$ cat src/rtl/lector_memoria_ventana_pkg.sv
// Shared definitions for the window memory reader: FSM state encoding,
// default widths and a small counter-width helper.
package lector_memoria_ventana_pkg;

    typedef enum logic [1:0] {
        REPOSO  = 2'd0,
        LECTURA = 2'd1,
        DRENAJE = 2'd2,
        FIN     = 2'd3
    } estado_t;

    localparam int BITS_DIRECCION_MEM_DEF = 10;
    localparam int BITS_BUFFERS_DEF       = 3;

    // Width of a counter that holds 0..n-1, never narrower than one bit.
    function automatic int bits_contador(input int n);
        return (n > 1) ? $clog2(n) : 1;
    endfunction

endpackage

$ cat src/rtl/FlipFlopD_Habilitado.sv
// Generic enabled D register with asynchronous active-low clear.
module FlipFlopD_Habilitado #(
    parameter int ANCHO = 1
) (
    input  logic             clk,
    input  logic             reset,
    input  logic             habilitar,
    input  logic [ANCHO-1:0] d,
    output logic [ANCHO-1:0] q
);

    // Load d when enabled, otherwise hold.
    always_ff @(posedge clk or negedge reset) begin
        if (!reset)
            q <= '0;
        else if (habilitar)
            q <= d;
    end

endmodule

$ cat src/rtl/lector_memoria_ventana_retardo.sv
// Valid shift register that tracks reads in flight through the memory.
// salida marks the cycle the returned word is on mem_datos_lectura.
// vacio is high when no read is pending beyond the one (if any) leaving
// this cycle, so a drain can finish in the same cycle as the last write.
module linea_retardo_valido #(
    parameter int LATENCIA = 2
) (
    input  logic clk,
    input  logic reset,
    input  logic entrada,
    output logic salida,
    output logic vacio
);

    logic [LATENCIA-1:0] etapas;
    logic [LATENCIA-1:0] pendientes;

    // Shift one valid bit per cycle towards the output stage.
    always_ff @(posedge clk or negedge reset) begin
        if (!reset)
            etapas <= '0;
        else
            etapas <= (etapas << 1) | LATENCIA'(entrada);
    end

    assign salida     = etapas[LATENCIA-1];
    assign pendientes = etapas << 1;
    assign vacio      = ~|pendientes;

endmodule

$ cat src/rtl/lector_memoria_ventana.sv
// Memory read sequencer for the window line buffer.
// Latches base address, read count and buffer count on inicio, streams
// sequential reads and routes returned words round-robin into the
// internal buffers, PALABRAS_POR_BUFFER words each.
// Optional: define LECTOR_VENTANA_ESTADISTICAS_EN to add ciclos_espera,
// a saturating count of LECTURA cycles stalled by buffer_listo=0.
//
// state   | meaning
// REPOSO  | idle, waiting for inicio
// LECTURA | issuing reads while buffer_listo allows
// DRENAJE | all reads issued, waiting for returns to be written
// FIN     | one-cycle listo pulse
module lector_memoria_ventana
    import lector_memoria_ventana_pkg::*;
#(
    parameter int BITS_DIRECCION_MEM  = BITS_DIRECCION_MEM_DEF,
    parameter int BITS_DATOS_MEM      = 32,
    parameter int BITS_BUFFERS        = BITS_BUFFERS_DEF,
    parameter int PALABRAS_POR_BUFFER = 128,
    parameter int LATENCIA_MEM        = 2
) (
    input  logic                          clk,
    input  logic                          reset,
    input  logic                          inicio,
    input  logic [BITS_DIRECCION_MEM-1:0] direccion_mem_inicio_imagen,
    input  logic [BITS_DIRECCION_MEM-1:0] cantidad_lecturas_mem,
    input  logic [BITS_BUFFERS-1:0]       cantidad_buffers_internos,
    input  logic                          buffer_listo,
    output logic [BITS_DIRECCION_MEM-1:0] mem_direccion,
    output logic                          mem_lectura,
    input  logic [BITS_DATOS_MEM-1:0]     mem_datos_lectura,
    output logic [BITS_DATOS_MEM-1:0]     buffer_datos,
    output logic                          buffer_escritura,
    output logic [BITS_BUFFERS-1:0]       buffer_seleccion,
    output logic                          ocupado,
    output logic                          listo
`ifdef LECTOR_VENTANA_ESTADISTICAS_EN
    ,
    output logic [15:0]                   ciclos_espera
`endif
);

    localparam int BITS_PALABRA = bits_contador(PALABRAS_POR_BUFFER);
    localparam logic [BITS_PALABRA-1:0] ULTIMA_PALABRA = BITS_PALABRA'(PALABRAS_POR_BUFFER - 1);

    estado_t estado, estado_sig;

    logic                          aceptar;
    logic [BITS_DIRECCION_MEM-1:0] base_q;
    logic [BITS_DIRECCION_MEM-1:0] cantidad_q;
    logic [BITS_BUFFERS-1:0]       buffers_q;
    logic [BITS_BUFFERS-1:0]       ultimo_buffer;
    logic [BITS_DIRECCION_MEM-1:0] emitidas;
    logic [BITS_PALABRA-1:0]       palabra;
    logic [BITS_BUFFERS-1:0]       sel;
    logic                          escritura;
    logic                          pipe_vacio;

    assign aceptar = inicio && (estado == REPOSO);

    FlipFlopD_Habilitado #(.ANCHO(BITS_DIRECCION_MEM)) u_base (
        .clk(clk), .reset(reset), .habilitar(aceptar),
        .d(direccion_mem_inicio_imagen), .q(base_q)
    );

    FlipFlopD_Habilitado #(.ANCHO(BITS_DIRECCION_MEM)) u_cantidad (
        .clk(clk), .reset(reset), .habilitar(aceptar),
        .d(cantidad_lecturas_mem), .q(cantidad_q)
    );

    FlipFlopD_Habilitado #(.ANCHO(BITS_BUFFERS)) u_buffers (
        .clk(clk), .reset(reset), .habilitar(aceptar),
        .d(cantidad_buffers_internos), .q(buffers_q)
    );

    linea_retardo_valido #(.LATENCIA(LATENCIA_MEM)) u_retardo (
        .clk(clk), .reset(reset), .entrada(mem_lectura),
        .salida(escritura), .vacio(pipe_vacio)
    );

    // A buffer count of zero behaves as a single buffer.
    assign ultimo_buffer = (buffers_q == '0) ? '0 : buffers_q - BITS_BUFFERS'(1);

    // State register.
    always_ff @(posedge clk or negedge reset) begin
        if (!reset)
            estado <= REPOSO;
        else
            estado <= estado_sig;
    end

    // Next state and read-side outputs.
    always_comb begin
        estado_sig    = estado;
        mem_lectura   = 1'b0;
        mem_direccion = '0;
        ocupado       = 1'b1;
        listo         = 1'b0;
        case (estado)
            REPOSO: begin
                ocupado = 1'b0;
                if (inicio)
                    estado_sig = (cantidad_lecturas_mem == '0) ? FIN : LECTURA;
            end
            LECTURA: begin
                mem_lectura   = buffer_listo;
                mem_direccion = base_q + emitidas;
                if (buffer_listo && (emitidas == cantidad_q - BITS_DIRECCION_MEM'(1)))
                    estado_sig = DRENAJE;
            end
            DRENAJE: begin
                if (pipe_vacio)
                    estado_sig = FIN;
            end
            FIN: begin
                listo      = 1'b1;
                estado_sig = REPOSO;
            end
            default: estado_sig = REPOSO;
        endcase
    end

    // Read issue count and round-robin buffer word/index tracking.
    always_ff @(posedge clk or negedge reset) begin
        if (!reset) begin
            emitidas <= '0;
            palabra  <= '0;
            sel      <= '0;
        end else if (aceptar) begin
            emitidas <= '0;
            palabra  <= '0;
            sel      <= '0;
        end else begin
            if (mem_lectura)
                emitidas <= emitidas + BITS_DIRECCION_MEM'(1);
            if (escritura) begin
                if (palabra == ULTIMA_PALABRA) begin
                    palabra <= '0;
                    sel     <= (sel == ultimo_buffer) ? '0 : sel + BITS_BUFFERS'(1);
                end else begin
                    palabra <= palabra + BITS_PALABRA'(1);
                end
            end
        end
    end

    // Data is gated so the line buffer sees zero outside write cycles.
    assign buffer_escritura = escritura;
    assign buffer_datos     = escritura ? mem_datos_lectura : '0;
    assign buffer_seleccion = sel;

`ifdef LECTOR_VENTANA_ESTADISTICAS_EN
    // Saturating count of stalled issue cycles for the current run.
    always_ff @(posedge clk or negedge reset) begin
        if (!reset)
            ciclos_espera <= '0;
        else if (aceptar)
            ciclos_espera <= '0;
        else if ((estado == LECTURA) && !buffer_listo && (ciclos_espera != 16'hFFFF))
            ciclos_espera <= ciclos_espera + 16'd1;
    end
`endif

endmodule

$ cat config.mk
export PLATFORM = sky130hd
export DESIGN_NAME = lector_memoria_ventana
export DESIGN_NICKNAME = d
export VERILOG_FILES = /design/src/rtl/lector_memoria_ventana_pkg.sv /design/src/rtl/FlipFlopD_Habilitado.sv /design/src/rtl/lector_memoria_ventana_retardo.sv /design/src/rtl/lector_memoria_ventana.sv
export SDC_FILE = /design/constraint.sdc
export NUM_CORES = 1
export LEC_CHECK = 0
export CAP_MARGIN = 25
export CELL_PAD_IN_SITES_DETAIL_PLACEMENT = 0
export CELL_PAD_IN_SITES_GLOBAL_PLACEMENT = 1
export CORE_MARGIN = 3
export CORE_UTILIZATION = 34
export CTS_BUF_LIST = sky130_fd_sc_hd__clkbuf_8
export CTS_CLUSTER_DIAMETER = 100
export DETAILED_ROUTE_END_ITERATION = 6
export GPL_ROUTABILITY_DRIVEN = 0
export PLACE_DENSITY_LB_ADDON = 0.1
export SLEW_MARGIN = 20
export SYNTH_ARGS = -nofsm -noshare
export SYNTH_HDL_FRONTEND = slang
export SYNTH_SLANG_ARGS = --single-unit
$ cat constraint.sdc
create_clock -name clk -period 3.49 [get_ports clk]
set_clock_uncertainty 0.2 [all_clocks]
set_input_delay 0.349 -clock clk [delete_from_list [all_inputs] [get_ports clk]]
set_output_delay 0.349 -clock clk [all_outputs]
set_load 0.01 [all_outputs]
# Yosys cells after proc, flatten, opt, wreduce, memory -nomap -nowiden
# Index checks and enable logic that the tools add are counted.
# op_classes
add_sub_neg	6
mux	20
eq_ne	9
n_reduce_logical	10
bitwise	1
# op_table
cell	n
32-bit 2-to-1 mux	1
10-bit 2-to-1 mux	3
7-bit 2-to-1 mux	3
3-bit 2-to-1 mux	5
10-bit by 1-bit adder with 10-bit output, second input constant	1
10-bit adder	1
10-bit == test	1
10-bit zero test	1
10-bit by 1-bit subtractor with 10-bit output, second input constant	1
2-bit 2-to-1 mux	4
2-bit one-hot mux with 4 select lines	1
7-bit by 1-bit adder with 7-bit output, second input constant	1
7-bit == test, second input constant	1
2-bit inequality test, second input constant	3
2-bit nonzero test	3
2-bit == test, second input constant	2
3-bit by 1-bit adder with 3-bit output, second input constant	1
3-bit == test	1
3-bit zero test	1
1-bit 2-to-1 mux	3
3-bit AND reduction	1
3-bit by 1-bit subtractor with 3-bit output, second input constant	1
2-bit by 1-bit == test with 1-bit output, second input constant	1
1-bit logical AND	2
3 further kinds	3
# totals
wordCells	54
output_inout_bits	49
in_bits	59
ff_bits	47

# Longest topological paths before layout
# logic_depth
ltp_word	7
mapped_depth	8
ltp_nobuf	8

# By module
# A second synthesis with hierarchy kept.
# unflattened
cells_unflattened	328
hier_area_um2	3231.8
# by_module_without_submodules
mod	seq_area_each_um2	instances	cells_each	area_per_inst_um2
lector_memoria_ventana	550.5	1	277	2245.9
FlipFlopD_Habilitado at u_base ...	250.2	2	21	411.6
FlipFlopD_Habilitado at u_buffers	75.1	1	6	108.9
linea_retardo_valido	50.0	1	3	53.8

# Worst setup path after synthesis
# No wires, ideal clock.
# synth_timing
kind	flip-flop to output port
start	reg emitidas[0]
end	out mem_direccion[8]
arrival_time_ps	2386
t_required_ps	2941
stages_incl_launch_ff	9
path_slack_ps	555
n_path_buf	0
path_cell_list	dfrtp_1 ha_1 fa_1 a21o_1 a21oi_1 o21bai_1 a2111oi_0 nor3_1 nor3b_1
# synth_between
elab_chain_len	2
# synth_lines
item	line	source
start: declaration	lector_memoria_ventana.sv:53	logic [BITS_DIRECCION_MEM-1:0] emitidas;
start signal: assignment	lector_memoria_ventana.sv:135	emitidas <= emitidas + BITS_DIRECCION_MEM'(1);
10-bit adder	lector_memoria_ventana.sv:107	mem_direccion = base_q + emitidas;
10-bit 2-to-1 mux	lector_memoria_ventana.sv:99	case (estado)
end: declaration	lector_memoria_ventana.sv:29	output logic [BITS_DIRECCION_MEM-1:0] mem_direccion,
# Every way passes these cells.

# Worst setup path in the final report
# layout_timing
start	reg u_base.q[0]
end	out mem_direccion[8]
# layout_between
elab_chain_len	2
# layout_lines
item	line	source
start: declaration	FlipFlopD_Habilitado.sv:9	output logic [ANCHO-1:0] q
start signal: assignment	FlipFlopD_Habilitado.sv:15	q <= '0;
start signal: assignment	FlipFlopD_Habilitado.sv:17	q <= d;
10-bit adder	lector_memoria_ventana.sv:107	
10-bit 2-to-1 mux	lector_memoria_ventana.sv:99	
# Every way passes these cells.

==> flow_summary_export.csv <==
group,metric,value,unit
layout,finalNetCount,579,
yosys,ys_seq_elements,47,
floorplanning,die_x,103,um
setup_path,end_kind,"output pin",
setup_path,crit_fanout,2,
power,p_comb_share,54.9,%
placed_design,place_inst,599,
timing,slew_viol_final,0,
timing,finalSetupViolCount,0,
power,p_total,3.03,mW
setup_path,crit_arrival,2800,ps
power,sw_frac_of_total,41.6,%
placed_design,io_buffers,107,
yosys,synth-main-ff-cell,"dfrtp_1",
floorplanning,die_y,103,um
floorplanning,initial_core_util,35.8,%
setup_path,required,2940,ps
placed_design,place_area,4420,um2
layout,design_area,4560,um2
power,ir_drop,0.290,mV
yosys,synth-edff-count,0,
route,drt_iter0_drc,108,
floorplanning,die-area,10600,um2
timing,tightest_slew,856,ps
layout,area_growth,42.7,%
yosys,synth_area,3200,um2
clock_tree,cts_tree,"done",
timing,fin_tns_setup,0,ps
clock_tree,clockBufferDepth,2,
setup_path,critPathTopFamily,"compound AO/OA/AOI/OAI gates",
setup_path,critPathSlowestCell,"fa_1",
layout,seq_area,1180,um2
power,p_clk_share,14.0,%
layout,layout-drive-gt1-share,6.20,%
power,switching_power,1.26,mW
timing,slew_headroom,41.4,%
clock_tree,numCtsBuffers,5,
setup_path,critical_path_class,"register to output pin",
grt,antenna_found_initial,0,
grt,grt_max_degree,30,
timing,hold_viol_final,0,
route,ant_nets,0,
floorplanning,core-area,8930,um2
timing,fmax,299,MHz
power,leakage,2.05,nW
floorplanning,rows,34,
power,seqPwrFrac,31.1,%
placed_design,hpwl,6960,um
grt,grt_usage,16.7,%
grt,gr-total-overflow,0,
timing,min_period,3350,ps
clock_tree,htree_levels,2,
power,p_int,1.77,mW
setup_path,cp-start-kind,"register",
setup_path,reg2reg_depth,8,
min_path,hold_class,"register to register",
floorplanning,ios,108,
timing,fin_crit_sh,95.9,%
yosys,async_flop_share,100,%
yosys,synth_cells,388,
grt,grt_pass1_vias,2811,
layout,multiInputGateArea,1920,um2
clock_tree,clkLatencyLatePin,310,ps
setup_path,cp_num_cells,9,
clock_tree,path_clk_slew,90,ps
yosys,synth_nets,468,
clock_tree,cts.sinks,47,
grt,grt_pass1_wl,14000,um
layout,n_fill_cell,882,
route,drtPass1Iterations,4,
setup_path,max_stage_delay,420,ps
layout,finalNonFillerCells,608,
yosys,ys_types,44,
route,drc,0,
yosys,yosysSeqAreaShare,36.8,%
layout,n_antenna_cell,0,
setup_path,critPathBufInv,1,
yosys,ys_warn_count,0,
route,wl,8920,um
run,maxCapViolCount,0,
min_path,worstHoldPathCells,0,
clock_tree,cts-root-buf,"clkbuf_8",
yosys,avgSynthCellArea,8.24,um2
outcome,outcome,"complete, no violations",
power,powerDensity,663,nW/um2
setup_path,crit_chain,"ha_1 > fa_1 > a21o_1 > a21oi_1 > o21bai_1 > a2111oi_2 > o21ai_0 > nor3b_1 > dlygate4sd2_1",
route,via_per_inst,4.97,
route,wl_per_cell,14.7,um
route,route.vias.total,3022,
layout by cell type (no fill, tap or decap), drive strengths merged, types with 2 or more instances in the layout:
| cell type | n |
|---|---|
| buf | 12 |
| or2 | 4 |
| o311a | 2 |
| dfrtp | 47 |
| o21ai | 16 |
| ha | 20 |
| o31ai | 5 |
| nor4b | 2 |
| a211oi | 2 |
| a31oi | 3 |
| clkbuf | 5 |
| nor2 | 28 |
| xor2 | 14 |
| xnor2 | 11 |
| a21oi | 17 |
| nand4 | 8 |
| or3 | 6 |
| nor4 | 2 |
| o2111ai | 2 |
| nand2 | 85 |
| inv | 17 |
| nor3b | 3 |
| clkdlybuf4s50 | 105 |
| mux2i | 3 |
| and2 | 38 |
| nor3 | 7 |
| o21bai | 2 |
| a2111oi | 3 |
| a21o | 4 |
| nand3 | 4 |
| o211ai | 2 |
| nand2b | 4 |
| nand3b | 2 |
stage by stage:
stage	worst slack, ps	hold WS (ps)	util (%)
floorplan	555	-147	-
global placement	74.8	181	49.5
detailed placement	-17.8	184	49.5
CTS	40.5	205	50.9
global route	-8.32	209	51.1
finish	144	205	51.1
power groups by stage:
stage	registers (mW)	logic (mW)	clock network [mW]
after floorplan	0.901	1.06	0
after global placement	0.951	1.64	0
after detailed placement	0.956	1.67	0
after CTS	0.944	1.68	0.435
after global routing	0.974	1.87	0.464
final	0.942	1.66	0.423
path summary, 6_finish.rpt:
kind / startpoint / endpoint / slack [ps]
min reg2reg: u_retardo.etapas[0] / u_retardo.etapas[1] / 200
max in group asynchronous: reset / palabra[3] / 1970
max reg2reg: u_cantidad.q[0] / estado[1] / 770
max: u_base.q[0] / mem_direccion[8] / 140
min in group asynchronous: reset / u_cantidad.q[8] / 390
min: u_retardo.etapas[0] / u_retardo.etapas[1] / 200
per-layer routing:
layer,share of wire [%],GRT usage (%)
met1,47,22.7
met4,0.90,3.59
met2,48,28.3
met3,4.0,2.64
met5,0,0
state kept, by name, indices dropped and copies added, names as in the netlist:
| register | cells |
|---|---|
| palabra | 7 |
| emitidas | 10 |
| u_base.q | 10 |
| u_retardo.etapas | 2 |
| buffer_seleccion | 3 |
| estado | 2 |
| u_buffers.q | 3 |
| u_cantidad.q | 10 |
what timing repair did:
| item | CTS | global route |
|---|---|---|
| hold buffers | 1 | 0 |
| endpoints found under the hold margin | 26 | 0 |
| setup buffers | 0 | 0 |
| gates resized for setup | 4 | 3 |
| cloned | 0 | 0 |
| pin swaps | 1 | 0 |
| endpoints found under the setup margin | 2 | 2 |
synthesized netlist by cell type (2+ instances only):
library cell / n / share of area (%)
a2111oi_0: 3 / 0.82
a211oi_1: 2 / 0.47
a21o_1: 4 / 0.94
a21oi_1: 17 / 2.7
a31oi_1: 3 / 0.59
and2_1: 38 / 7.4
clkbuf_1: 14 / 1.6
dfrtp_1: 47 / 37
ha_1: 20 / 7.8
inv_1: 16 / 1.9
mux2i_1: 3 / 0.94
nand2_1: 85 / 10
nand2b_1: 4 / 0.78
nand3_1: 4 / 0.63
nand3b_1: 2 / 0.47
nand4_1: 8 / 1.6
nor2_1: 28 / 3.3
nor3_1: 7 / 1.1
nor3b_1: 3 / 0.70
nor4_1: 2 / 0.39
nor4b_1: 2 / 0.55
o2111ai_1: 2 / 0.55
o211ai_1: 2 / 0.47
o21ai_0: 15 / 2.3
o21bai_1: 2 / 0.47
o311a_1: 2 / 0.63
o31ai_1: 5 / 1.2
or2_2: 4 / 0.78
or3_1: 6 / 1.2
xnor2_1: 11 / 3.0
xor2_1: 14 / 3.8
kinds of logic after synthesis:
family                   count (synthesis)  synth area share, %
AO/OA/AOI/OAI                           65                 13.4
XOR/XNOR                                25                 6.85
adder cells (fa/ha/maj)                 21                 8.45
buffers and inverters                   31                 3.87
flip-flops                              47                 36.8
multiplexers                             3                0.939
AND/OR/NAND/NOR                        196                 29.7
final cells by class:
class                           count  area share, %
Clock buffer                        5           1.51
Clock inverter                      3           1.04
Inverter                           16           1.32
Multi-Input combinational cell    310           42.1
Sequential cell                    47           25.8
Tap cell                          108           2.96
Timing Repair Buffer              119           25.4
No activity file was read; power rests on OpenSTA's default activity.
